**src/rtl/uart_pkg.sv**
```systemverilog
// Shared definitions for the UART receive path: FSM encoding, frame width, half-bit helper.
package uart_pkg;

  localparam int unsigned STATE_W   = 3;
  localparam int unsigned DATA_BITS = 8;

  localparam logic [2:0] IDLE   = 3'd0;
  localparam logic [2:0] START  = 3'd1;
  localparam logic [2:0] DATA   = 3'd2;
  localparam logic [2:0] PARITY = 3'd3;
  localparam logic [2:0] STOP   = 3'd4;
  localparam logic [2:0] BREAK  = 3'd5;

  // Counter value at which the start bit is re-checked (its centre).
  function automatic int unsigned half_bit_cnt(input int unsigned clks_per_bit);
    return (clks_per_bit / 2) - 1;
  endfunction

endpackage

```
**src/rtl/sync2.sv**
```systemverilog
// Two-flop synchroniser for asynchronous pins; RST_VAL sets the idle level after reset.
module sync2 #(
  parameter logic RST_VAL = 1'b1
) (
  input  logic clk,
  input  logic reset,
  input  logic d,
  output logic q
);

  logic meta;

  // Two-stage capture of the asynchronous input.
  always_ff @(posedge clk) begin
    if (reset) begin
      meta <= RST_VAL;
      q    <= RST_VAL;
    end else begin
      meta <= d;
      q    <= meta;
    end
  end

endmodule

```
**src/rtl/uart_rx_deser.sv**
```systemverilog
// 8N1 UART receive deserializer with read-strobe register interface.
// Optional even-parity bit and par_err flag when UART_RX_PARITY_EN is defined.
module uart_rx_deser
  import uart_pkg::*;
#(
  parameter int unsigned CLKS_PER_BIT = 434,
  parameter int unsigned CNT_W        = 16
) (
  input  logic       clk,
  input  logic       reset,
  input  logic       rx,
  input  logic       rd,
  output logic [7:0] data,
  output logic       ready,
  output logic       frame_err,
  output logic       overrun,
  output logic       busy
`ifdef UART_RX_PARITY_EN
  , output logic     par_err
`endif
);

  localparam int unsigned HALF_BIT = half_bit_cnt(CLKS_PER_BIT);
  localparam logic [CNT_W-1:0] HALF_CNT = CNT_W'(HALF_BIT);
  localparam logic [CNT_W-1:0] FULL_CNT = CNT_W'(CLKS_PER_BIT - 1);

  logic                 rxs;
  logic                 rxs_prev;
  logic [STATE_W-1:0]   state, state_n;
  logic [CNT_W-1:0]     cnt, cnt_n;
  logic [2:0]           bitidx, bitidx_n;
  logic [DATA_BITS-1:0] shreg, shreg_n;
  logic [7:0]           data_n;
  logic                 ready_n, frame_err_n, overrun_n, busy_n;
`ifdef UART_RX_PARITY_EN
  logic                 par_err_n;
`endif

  sync2 #(.RST_VAL(1'b1)) u_sync_rx (
    .clk   (clk),
    .reset (reset),
    .d     (rx),
    .q     (rxs)
  );

  // State and output registers; reset aborts any frame in progress.
  always_ff @(posedge clk) begin
    if (reset) begin
      state     <= IDLE;
      cnt       <= '0;
      bitidx    <= '0;
      shreg     <= '0;
      rxs_prev  <= 1'b1;
      data      <= 8'h00;
      ready     <= 1'b0;
      frame_err <= 1'b0;
      overrun   <= 1'b0;
      busy      <= 1'b0;
`ifdef UART_RX_PARITY_EN
      par_err   <= 1'b0;
`endif
    end else begin
      state     <= state_n;
      cnt       <= cnt_n;
      bitidx    <= bitidx_n;
      shreg     <= shreg_n;
      rxs_prev  <= rxs;
      data      <= data_n;
      ready     <= ready_n;
      frame_err <= frame_err_n;
      overrun   <= overrun_n;
      busy      <= busy_n;
`ifdef UART_RX_PARITY_EN
      par_err   <= par_err_n;
`endif
    end
  end

  // Next-state and next-output logic; flag sets are placed after the rd clears so they win.
  always_comb begin
    state_n     = state;
    cnt_n       = cnt;
    bitidx_n    = bitidx;
    shreg_n     = shreg;
    data_n      = data;
    ready_n     = ready;
    frame_err_n = frame_err;
    overrun_n   = overrun;
`ifdef UART_RX_PARITY_EN
    par_err_n   = par_err;
`endif

    if (rd) begin
      ready_n     = 1'b0;
      frame_err_n = 1'b0;
      overrun_n   = 1'b0;
`ifdef UART_RX_PARITY_EN
      par_err_n   = 1'b0;
`endif
    end

    case (state)
      IDLE: begin
        cnt_n = '0;
        if (!rxs && rxs_prev) state_n = START;
      end
      START: begin
        if (cnt == HALF_CNT) begin
          cnt_n = '0;
          if (rxs) begin
            state_n = IDLE;
          end else begin
            bitidx_n = '0;
            state_n  = DATA;
          end
        end else begin
          cnt_n = cnt + CNT_W'(1);
        end
      end
      DATA: begin
        if (cnt == FULL_CNT) begin
          cnt_n    = '0;
          shreg_n  = {rxs, shreg[DATA_BITS-1:1]};
          bitidx_n = bitidx + 3'd1;
          if (bitidx == 3'd7) begin
`ifdef UART_RX_PARITY_EN
            state_n = PARITY;
`else
            state_n = STOP;
`endif
          end
        end else begin
          cnt_n = cnt + CNT_W'(1);
        end
      end
`ifdef UART_RX_PARITY_EN
      PARITY: begin
        if (cnt == FULL_CNT) begin
          cnt_n = '0;
          if (^{shreg, rxs}) par_err_n = 1'b1;
          state_n = STOP;
        end else begin
          cnt_n = cnt + CNT_W'(1);
        end
      end
`endif
      STOP: begin
        if (cnt == FULL_CNT) begin
          cnt_n = '0;
          if (rxs) begin
            data_n  = shreg;
            ready_n = 1'b1;
            if (ready && !rd) overrun_n = 1'b1;
            state_n = IDLE;
          end else begin
            frame_err_n = 1'b1;
            state_n     = BREAK;
          end
        end else begin
          cnt_n = cnt + CNT_W'(1);
        end
      end
      BREAK: begin
        cnt_n = '0;
        if (rxs) state_n = IDLE;
      end
      default: begin
        cnt_n   = '0;
        state_n = IDLE;
      end
    endcase

    busy_n = (state_n != IDLE);
  end

endmodule

```
**config.mk**
```make
export PLATFORM = sky130hd
export DESIGN_NAME = uart_rx_deser
export DESIGN_NICKNAME = d
export VERILOG_FILES = /design/src/rtl/uart_pkg.sv /design/src/rtl/sync2.sv /design/src/rtl/uart_rx_deser.sv
export SDC_FILE = /design/constraint.sdc
export NUM_CORES = 1
export LEC_CHECK = 0
export CAP_MARGIN = 20
export CORE_MARGIN = 2
export CORE_UTILIZATION = 53
export CTS_BUF_LIST = sky130_fd_sc_hd__clkbuf_4
export DETAILED_ROUTE_END_ITERATION = 7
export HOLD_SLACK_MARGIN = 0.03
export PLACE_DENSITY = 0.77
export SLEW_MARGIN = 20
export SYNTH_ARGS = -nofsm -noshare
export SYNTH_HDL_FRONTEND = slang
export SYNTH_HIERARCHICAL = 1
export SYNTH_SLANG_ARGS = --single-unit
```
**constraint.sdc**
```tcl
create_clock -name clk -period 2.2 [get_ports clk]
set_clock_uncertainty 0.05 [all_clocks]
set_input_delay 0.44 -clock clk [delete_from_list [all_inputs] [get_ports clk]]
set_output_delay 0.44 -clock clk [all_outputs]
set_load 0.1 [all_outputs]
```
==> results of run 1 <==
[state kept, by name, indices dropped and copies added, names as in the netlist]
name / count
cnt: 16
data: 8
shreg: 8
bitidx: 3
state: 3
busy: 1
frame_err: 1
overrun: 1
ready: 1
rxs_prev: 1
u_sync_rx/meta: 1
u_sync_rx/q: 1
[cells in the final DEF, fill, tap and decap left out, drive strengths merged, types with 4 or more instances in the layout]
| cell | count |
|---|---|
| nand3b | 4 |
| nand2b | 5 |
| inv | 6 |
| nor3b | 4 |
| nor2 | 32 |
| nand2 | 16 |
| xnor2 | 8 |
| mux2i | 8 |
| buf | 30 |
| nor3 | 4 |
| nand3 | 13 |
| or2 | 5 |
| clkbuf | 5 |
| xor2 | 6 |
| dfxtp | 45 |
| a21oi | 18 |
| nor4 | 4 |
| ha | 5 |
[how the worst max path moves through the flow]
stage	startpoint	endpoint	slack (ps)	cells past startpoint
floorplan	cnt[12]	cnt[11]	50	6
global placement	cnt[13]	busy	90	6
detailed placement	cnt[1]	cnt[14]	60	8
CTS	cnt[1]	data[0]	30	8
global route	cnt[13]	data[7]	7	7
finish	cnt[1]	bitidx[2]	140	8
[kinds of logic after synthesis]
logic type | Yosys count
AND/OR/NAND/NOR | 98
flip-flops | 45
AO/OA/AOI/OAI | 25
buffers and inverters | 16
XOR/XNOR | 14
multiplexers | 8
adder cells (fa/ha/maj) | 5
[layer usage]
metal  global-route usage, %  vias up  part of all wire, %
met5                       0        -                    0
met4                    7.18        0                  1.5
met3                    4.40        7                  3.7
met2                    27.5       25                   44
met1                    24.8      692                   51
li1                        -      783                    -
[repair_timing]
item	in CTS	in global routing
setup buffers	0	3
endpoints found under the setup margin	0	40
resized for setup	0	6
[power groups by stage]
stage	Clock (mW)	Combinational, mW	Sequential [mW]
after floorplan	0	0.0222	0.848
after CTS	0.406	0.0447	0.824
final	0.395	0.0448	0.824
after detailed placement	0	0.0447	0.842
after global placement	0	0.0440	0.842
after global routing	0.442	0.0483	0.826
[per-stage QoR]
step	hold WS [ps]	worst slack [ps]	util, %	cell area [um^2]	power, mW
2_1_floorplan	335	45.1	-	1920	0.870
3_3_place_gp	339	88.5	63.7	2170	0.886
3_5_place_dp	349	60.9	63.7	2170	0.887
4_1_cts	381	28.8	65.4	2230	1.27
5_1_grt	365	6.73	66.6	2280	1.32
6_report	374	139	66.6	2280	1.26
[area by class of cell]
cell class	count	share of cell area (%)
sequential	45	39.6
timing repair buffer	33	11.8
tap	46	2.53
clock inverter	3	0.990
clock buffer	5	1.65
multi-input combinational	150	42.4
inverter	6	0.990
==> results.cfg, run 1 <==
[outcome]
outcome = finished, final reports clean

[place]
dp_hpwl_mm = 2.46
dp.cells = 277
gp_congestion = 0.806
io_buffers = 15

[power_and_ir_drop]
p_clk_share_pct = 31.2
powerDensity_nw_per_um2 = 555
power.internal_mw = 0.964
p_switching_mw = 0.300
pwr-share-comb_pct = 3.5
switching_share_pct = 23.7
sequentialPowerShare_pct = 65.2
max-vdd-ir-drop_v = 0.000444
p_leak_nw = 0.863

[final_layout]
layout-drive-gt1-share_pct = 21.1
seq_area_um2 = 902
fillers = 286
nets = 250
area_growth_pct = 18.8
stdcell_count = 288
antennaDiodeCount = 0
multi_input_area_um2 = 966

[global_route]
grt_pass1_wl_mm = 5.84
grt_overflow = 0
grt_pass1_vias = 1327
antenna_found_initial = 0
grt_max_degree = 25
grt.total_usage_pct = 18.1

[critical_path]
rrSetupSlack_ps = 140
r2r_cells = 8
r2r_end = bitidx[2]
critical_path.top_delay_family = simple AND/OR/NAND/NOR gates
cp_num_buf_inv = 2
cp.required_ps = 2450
end_kind = flop
crit_arrival_ps = 2310
crit_chain = inv_2 > ha_1 > or3b_2 > nor4_2 > buf_4 > nor4b_4 > o211ai_1 > a21oi_1
crit_path_max_fanout = 6
cpMaxStageDelayCell = or3b_2
startpoint_type = flop
worstSetupPathType = reg -> reg
r2r_start = cnt[1]
cpPeakStageDelay_ps = 450

[yosys]
ys_seq_area_share_pct = 47.0
syn_inst = 211
synth_flop_cell = dfxtp_1
synthXorXnorAreaFrac_pct = 6.40
synthMuxAreaShare_pct = 4.18
synth_adder_area_share_pct = 3.27
synth-edff-count = 0
yosys_register_bits = 45
synth_nets = 220
yosys_warnings = 6
netlist_top_cells_count = dfxtp_1, nor2_1, a21oi_1, nand2_1, nand3_1
avgSynthCellArea_um2 = 9.08
synth_area_leaders = dfxtp_1, nor2_1, a21oi_1
synth.top_cell.area_share_pct = 47.0
synth_compound_area_share_pct = 7.97
post-synth-top-count-cell = dfxtp_1
yosys.area_share.simple_pct = 27.7
synthArstFlopShare_pct = 0
syn_area_um2 = 1920
synth.distinct_cells = 36
synth_area_leader_cell = dfxtp_1
synth_top_family_by_area = simple AND/OR/NAND/NOR gates

[floorplan]
dieHeight_um = 64.1
placement_rows = 21
ios = 16
die_w_um = 64.1
dieArea_um2 = 4110
core-area_um2 = 3420
start_util_pct = 56.1

[route]
wl_per_cell_um = 12.0
drc = 0
drt_first_pass_iters = 4
routed_wl_mm = 3.46
routed_via_density = 5.23
drt_iter0_drc = 105
antenna_left = 0
vias = 1507

[clocking]
clk_latency_ps = 360
clk_path_buf_depth = 2
cts_root_buffer = clkbuf_4
cts_buffers = 5
cts_hold_buffers = 0
h-tree-depth = 2
clock_sinks = 45
cts_tree = done
clkTransAtPathRegs_ps = 130

[job]
cap_violations = 0

[sta]
min_period_ps = 2060
rsz0062_at_grt = false
setup_tns_ps = 0
final_max_slew_viol_count = 0
finalHoldViolations = 0
slew_headroom_pct = 69.0
setup_viol = 0
fmax_mhz = 485
fin_crit_sh_pct = 93.7
worstMarginPinSlew_ps = 464

[worst_hold_path]
hold_start = u_sync_rx/meta
whs_path_depth = 1
worstHoldEndpoint = u_sync_rx/q
min_path_type = reg -> reg
Power figures use the tool's default switching activity.
==> inputs of run 2 (changes only) <==
--- a/config.mk
+++ b/config.mk
@@ -7,11 +7,12 @@
 export LEC_CHECK = 0
 export CAP_MARGIN = 20
 export CORE_MARGIN = 2
-export CORE_UTILIZATION = 53
+export CORE_UTILIZATION = 55
 export CTS_BUF_LIST = sky130_fd_sc_hd__clkbuf_4
 export DETAILED_ROUTE_END_ITERATION = 7
+export DONT_BUFFER_PORTS = 1
 export HOLD_SLACK_MARGIN = 0.03
-export PLACE_DENSITY = 0.77
+export PLACE_DENSITY = 0.73
 export SLEW_MARGIN = 20
 export SYNTH_ARGS = -nofsm -noshare
 export SYNTH_HDL_FRONTEND = slang
==> run 2 against run 1 <==
- critical path type unchanged
- clock power increased by 30%
- die area decreased by 3.4%
- global-route usage increased by 2.8 points
- non-clock buffer count decreased by 5
==> results.cfg, run 2 (same netlist as run 1, synthesis figures left out) <==
[route]
vias = 1508
drc = 0
routed_via_density = 5.33
drt_first_pass_iters = 6
routed_wl_mm = 3.79
wl_per_cell_um = 13.4
antenna_left = 0
drt_iter0_drc = 121

[final_layout]
final_util_pct = 67.6
area_growth_pct = 17.8
layout_commonest_cell = dfxtp_1
top_register = cnt
fillers = 278
largest_register_ff_count = 16
reg.largest.list = cnt: 16 flops, data: 8 flops, shreg: 8 flops
final_cell_mix = dfxtp_1, nor2_1, buf_4, a21oi_1, nand2_1
layout-drive-gt1-share_pct = 20.3
antennaDiodeCount = 0
nets = 245

[critical_path]
startpoint = cnt[0]
crit_path_max_fanout = 6
worstSetupPathType = reg -> reg
r2r_start = cnt[0]
cp-endpoint = bitidx[2]
r2r_end = bitidx[2]
crit_arrival_ps = 2380
r2r_cells = 9
rrSetupSlack_ps = 80
cp.required_ps = 2470
end_kind = flop
startpoint_type = flop

[clocking]
cts_root_buffer = clkbuf_4
clk_latency_ps = 370
clk_path_buf_depth = 2
clock_sinks = 45
cts_tree = done
h-tree-depth = 2
cts_buffers = 5
clkTransAtPathRegs_ps = 140
cts_hold_buffers = 0

[global_route]
antenna_found_initial = 0
grt.total_usage_pct = 21.0
grt_max_degree = 29
grt_overflow = 0
grt_pass1_wl_mm = 6.65
grt_pass1_vias = 1525

[outcome]
outcome = finished, final reports clean

[sta]
fmax_mhz = 473
slew_headroom_pct = 71.0
final_max_slew_viol_count = 0
setup_viol = 0
finalHoldViolations = 0
fin_crit_sh_pct = 96.2
worstMarginPinSlew_ps = 434
setup_tns_ps = 0
min_period_ps = 2120

[floorplan]
dieArea_um2 = 3970
die_w_um = 63.0
start_util_pct = 57.4
dieHeight_um = 63.0
core-area_um2 = 3340
placement_rows = 21
ios = 16

[power_and_ir_drop]
max-vdd-ir-drop_v = 0.000451
p_leak_nw = 0.848
powerDensity_nw_per_um2 = 606

[place]
dp_hpwl_mm = 2.72
io_buffers = 0
gp_congestion = 0.831

[job]
cap_violations = 0

[worst_hold_path]
min_path_type = in -> reg
[run 2: power by group]
group	switching (mW)	leakage [nW]	internal [mW]
combinational	0.0181	0.442	0.0119
clock	0.274	0.0414	0.241
sequential	0.00476	0.364	0.819
total	0.297	0.848	1.07
[run 2: layer usage]
| metal | part of all wire [%] | up-vias | track usage (%) |
|---|---|---|---|
| li1 | - | 775 | - |
| met2 | 51 | 26 | 36.4 |
| met4 | 1.7 | 0 | 8.06 |
| met3 | 3.6 | 7 | 5.59 |
| met5 | 0 | - | 0 |
| met1 | 44 | 700 | 24.4 |
[run 2: what timing repair did]
item	CTS	global route
gates resized for setup	0	7
setup buffers	2	1
pin swaps	0	3
gates cloned	0	0
setup endpoints to repair	3	34
hold endpoints to repair	0	0
[run 2: final cells by class]
| type | instances | area [um^2] | area share [%] |
|---|---|---|---|
| Clock buffer | 5 | 37.5 | 1.66 |
| Multi-Input combinational cell | 150 | 965 | 42.7 |
| Timing Repair Buffer | 28 | 223 | 9.87 |
| Tap cell | 46 | 57.6 | 2.55 |
| Clock inverter | 3 | 46.3 | 2.05 |
| Sequential cell | 45 | 906 | 40.1 |
| Inverter | 6 | 22.5 | 0.998 |
[run 2: worst min-delay path by stage]
stage | startpoint | to | cells after the start
after floorplan | u_sync_rx/meta | u_sync_rx/q | 1
after global placement | u_sync_rx/meta | u_sync_rx/q | 1
after detailed placement | u_sync_rx/meta | u_sync_rx/q | 1
after CTS | reset | bitidx[1] | 1
after global routing | reset | bitidx[2] | 1
final | reset | bitidx[2] | 1
[run 2: critical path: stages, from the launching register on]
cell and delay, ps:
dfxtp_4 380, inv_1 60, ha_1 130, or3b_4 380, nor4_2 310, buf_4 170, nor4b_4 210, buf_4 180
o211ai_1 80, a21oi_1 140
[run 2: through the flow]
stage	instances	setup slack [ps]	power (mW)	area (um^2)	hold slack [ps]
detailed placement	272	-6.32	0.872	2130	372
global route	283	-48.1	1.42	2260	33.7
CTS	282	6.53	1.39	2230	44.4
floorplan	211	45.1	0.870	1920	335
finish	283	83.9	1.37	2260	70.6
global placement	272	130	0.871	2130	341
==> inputs of run 3 (changes only) <==
--- a/config.mk
+++ b/config.mk
@@ -9,6 +9,7 @@
 export CORE_MARGIN = 2
 export CORE_UTILIZATION = 55
 export CTS_BUF_LIST = sky130_fd_sc_hd__clkbuf_4
+export CTS_CLUSTER_SIZE = 28
 export DETAILED_ROUTE_END_ITERATION = 7
 export DONT_BUFFER_PORTS = 1
 export HOLD_SLACK_MARGIN = 0.03
==> constraint.sdc (replaced) <==
create_clock -name clk -period 2.2 [get_ports clk]
set_clock_uncertainty 0.05 [all_clocks]
set_input_delay 0.44 -clock clk [delete_from_list [all_inputs] [get_ports clk]]
set_output_delay 0.44 -clock clk [all_outputs]
set_load 0.02 [all_outputs]
==> run 3 against run 2 <==
- hold slack improved by 6.0 ps
- cell count down 3.5%
- non-clock buffer count down 10
- critical path type unchanged
- critical endpoint is now busy
- largest power group unchanged
==> results.cfg, run 3 (same netlist as run 1, synthesis figures left out) <==
[power_and_ir_drop]
powerDensity_nw_per_um2 = 625
p_leak_nw = 0.798
max-vdd-ir-drop_v = 0.000460

[final_layout]
reg.largest.list = cnt: 16 flops, data: 8 flops, shreg: 8 flops
layout-drive-gt1-share_pct = 17.2
area_growth_pct = 13.7
final_cell_mix = dfxtp_1, nor2_1, a21oi_1, buf_4, nand2_1
layout_commonest_cell = dfxtp_1
nets = 235
antennaDiodeCount = 0
top_register = cnt
largest_register_ff_count = 16

[place]
gp_congestion = 0.800
io_buffers = 0
dp_hpwl_mm = 2.50
pre_cts_slack_ps = 65.6

[route]
routed_via_density = 5.59
top_layer_used = met4
drt_first_pass_iters = 4
routed-wl-met2_mm = 1.74
vias = 1525
wl_met1_mm = 1.59
wl_met3_um = 128
routed_wl_mm = 3.52
antenna_left = 0
wl_per_cell_um = 12.9
drt_iter0_drc = 130
drc = 0

[critical_path]
critical_path.top_delay_family = simple AND/OR/NAND/NOR gates
cpPeakStageDelay_ps = 610
r2r_start = cnt[2]
path_depth = 6
end_kind = flop
crit_path_max_fanout = 6
cp-endpoint = busy
startpoint_type = flop
cpMaxStageDelayCell = or4_1
crit_arrival_ps = 2290
r2r_end = busy
cp.required_ps = 2380
cp_num_buf_inv = 1
crit_chain = or4_1 > nor4_4 > buf_4 > nand2_1 > a21oi_1 > a41oi_1
worstSetupPathType = reg -> reg
rrSetupSlack_ps = 100
r2r_cells = 6
startpoint = cnt[2]

[floorplan]
placement_rows = 21
dieArea_um2 = 3970
ios = 16
die_w_um = 63.0
dieHeight_um = 63.0
core-area_um2 = 3340
start_util_pct = 57.4

[clocking]
cts_buffers = 5
cts_root_buffer = clkbuf_4
h-tree-depth = 2
clkTransAtPathRegs_ps = 130
clock_sinks = 45
clk_latency_ps = 360
cts_tree = done
clk_path_buf_depth = 2
cts_hold_buffers = 0

[worst_hold_path]
whs_path_depth = 1
min_path_type = in -> reg

[sta]
rsz0062_at_grt = true
min_period_ps = 2100
setup_ws_ps = 95.5
finalHoldViolations = 0
final_max_slew_viol_count = 0
worstMarginPinSlew_ps = 419
whs_ps = 76.6
setup_tns_ps = 0
fin_crit_sh_pct = 95.7
fmax_mhz = 475
slew_headroom_pct = 72.0
setup_viol = 0

[global_route]
antenna_found_initial = 0
grt_pass1_wl_mm = 6.05
grt.total_usage_pct = 18.9
grt_max_degree = 29
grt_overflow = 0
grt_pass1_vias = 1401

[outcome]
outcome = finished, final reports clean

[job]
cap_violations = 0
[run 3: cell types whose count changed in the layout (fill, tap and decap cells not counted), sizes merged]
cell	before	now
buf	28	18
clkinvlp	1	0
clkbuf	5	6
[run 3: through the flow]
step	util, %	total power [mW]	area, um^2	cells
detailed placement	61.3	0.865	2050	261
floorplan	-	0.864	1920	211
CTS	63.9	1.37	2130	269
global route	65.3	1.41	2180	273
global placement	61.3	0.864	2050	261
finish	65.3	1.36	2180	273
[run 3: layout make-up]
| cell class | count | area, um^2 |
|---|---|---|
| inverter | 6 | 22.5 |
| multi-input combinational | 150 | 963 |
| timing repair buffer | 18 | 148 |
| clock inverter | 2 | 38.8 |
| tap | 46 | 57.6 |
| clock buffer | 6 | 45.0 |
| fill | 291 | 1160 |
| sequential | 45 | 903 |
[run 3: worst register-to-register path: stages (launching register included)]
cell and delay, ps:
dfxtp_1 340, or4_1 610, nor4_4 420, buf_4 200
nand2_1 50, a21oi_1 180, a41oi_1 130
[run 3: how the worst min path moves through the flow]
stage	from	endpoint	slack [ps]
floorplan	u_sync_rx/meta	u_sync_rx/q	340
global placement	u_sync_rx/meta	u_sync_rx/q	340
detailed placement	u_sync_rx/meta	u_sync_rx/q	350
CTS	reset	ready	70
global route	reset	shreg[6]	50
finish	reset	ready	80
[run 3: timing repair]
item,CTS,global route
gates resized for setup,0,7
buffers inserted,0,4
endpoints found under the setup margin,0,19
[run 3: metal layers]
| layer | vias to the layer above | track usage, % |
|---|---|---|
| met5 | - | 0 |
| met4 | 0 | 6.94 |
| met3 | 7 | 5.77 |
| met2 | 26 | 31.0 |
| met1 | 739 | 23.4 |
| li1 | 753 | - |
[run 3: report_power, final]
group / internal (mW) / total [mW] / switching, mW
sequential: 0.820 / 0.825 / 0.00559
clock: 0.254 / 0.512 / 0.258
combinational: 0.0120 / 0.0235 / 0.0115
total: 1.09 / 1.36 / 0.275
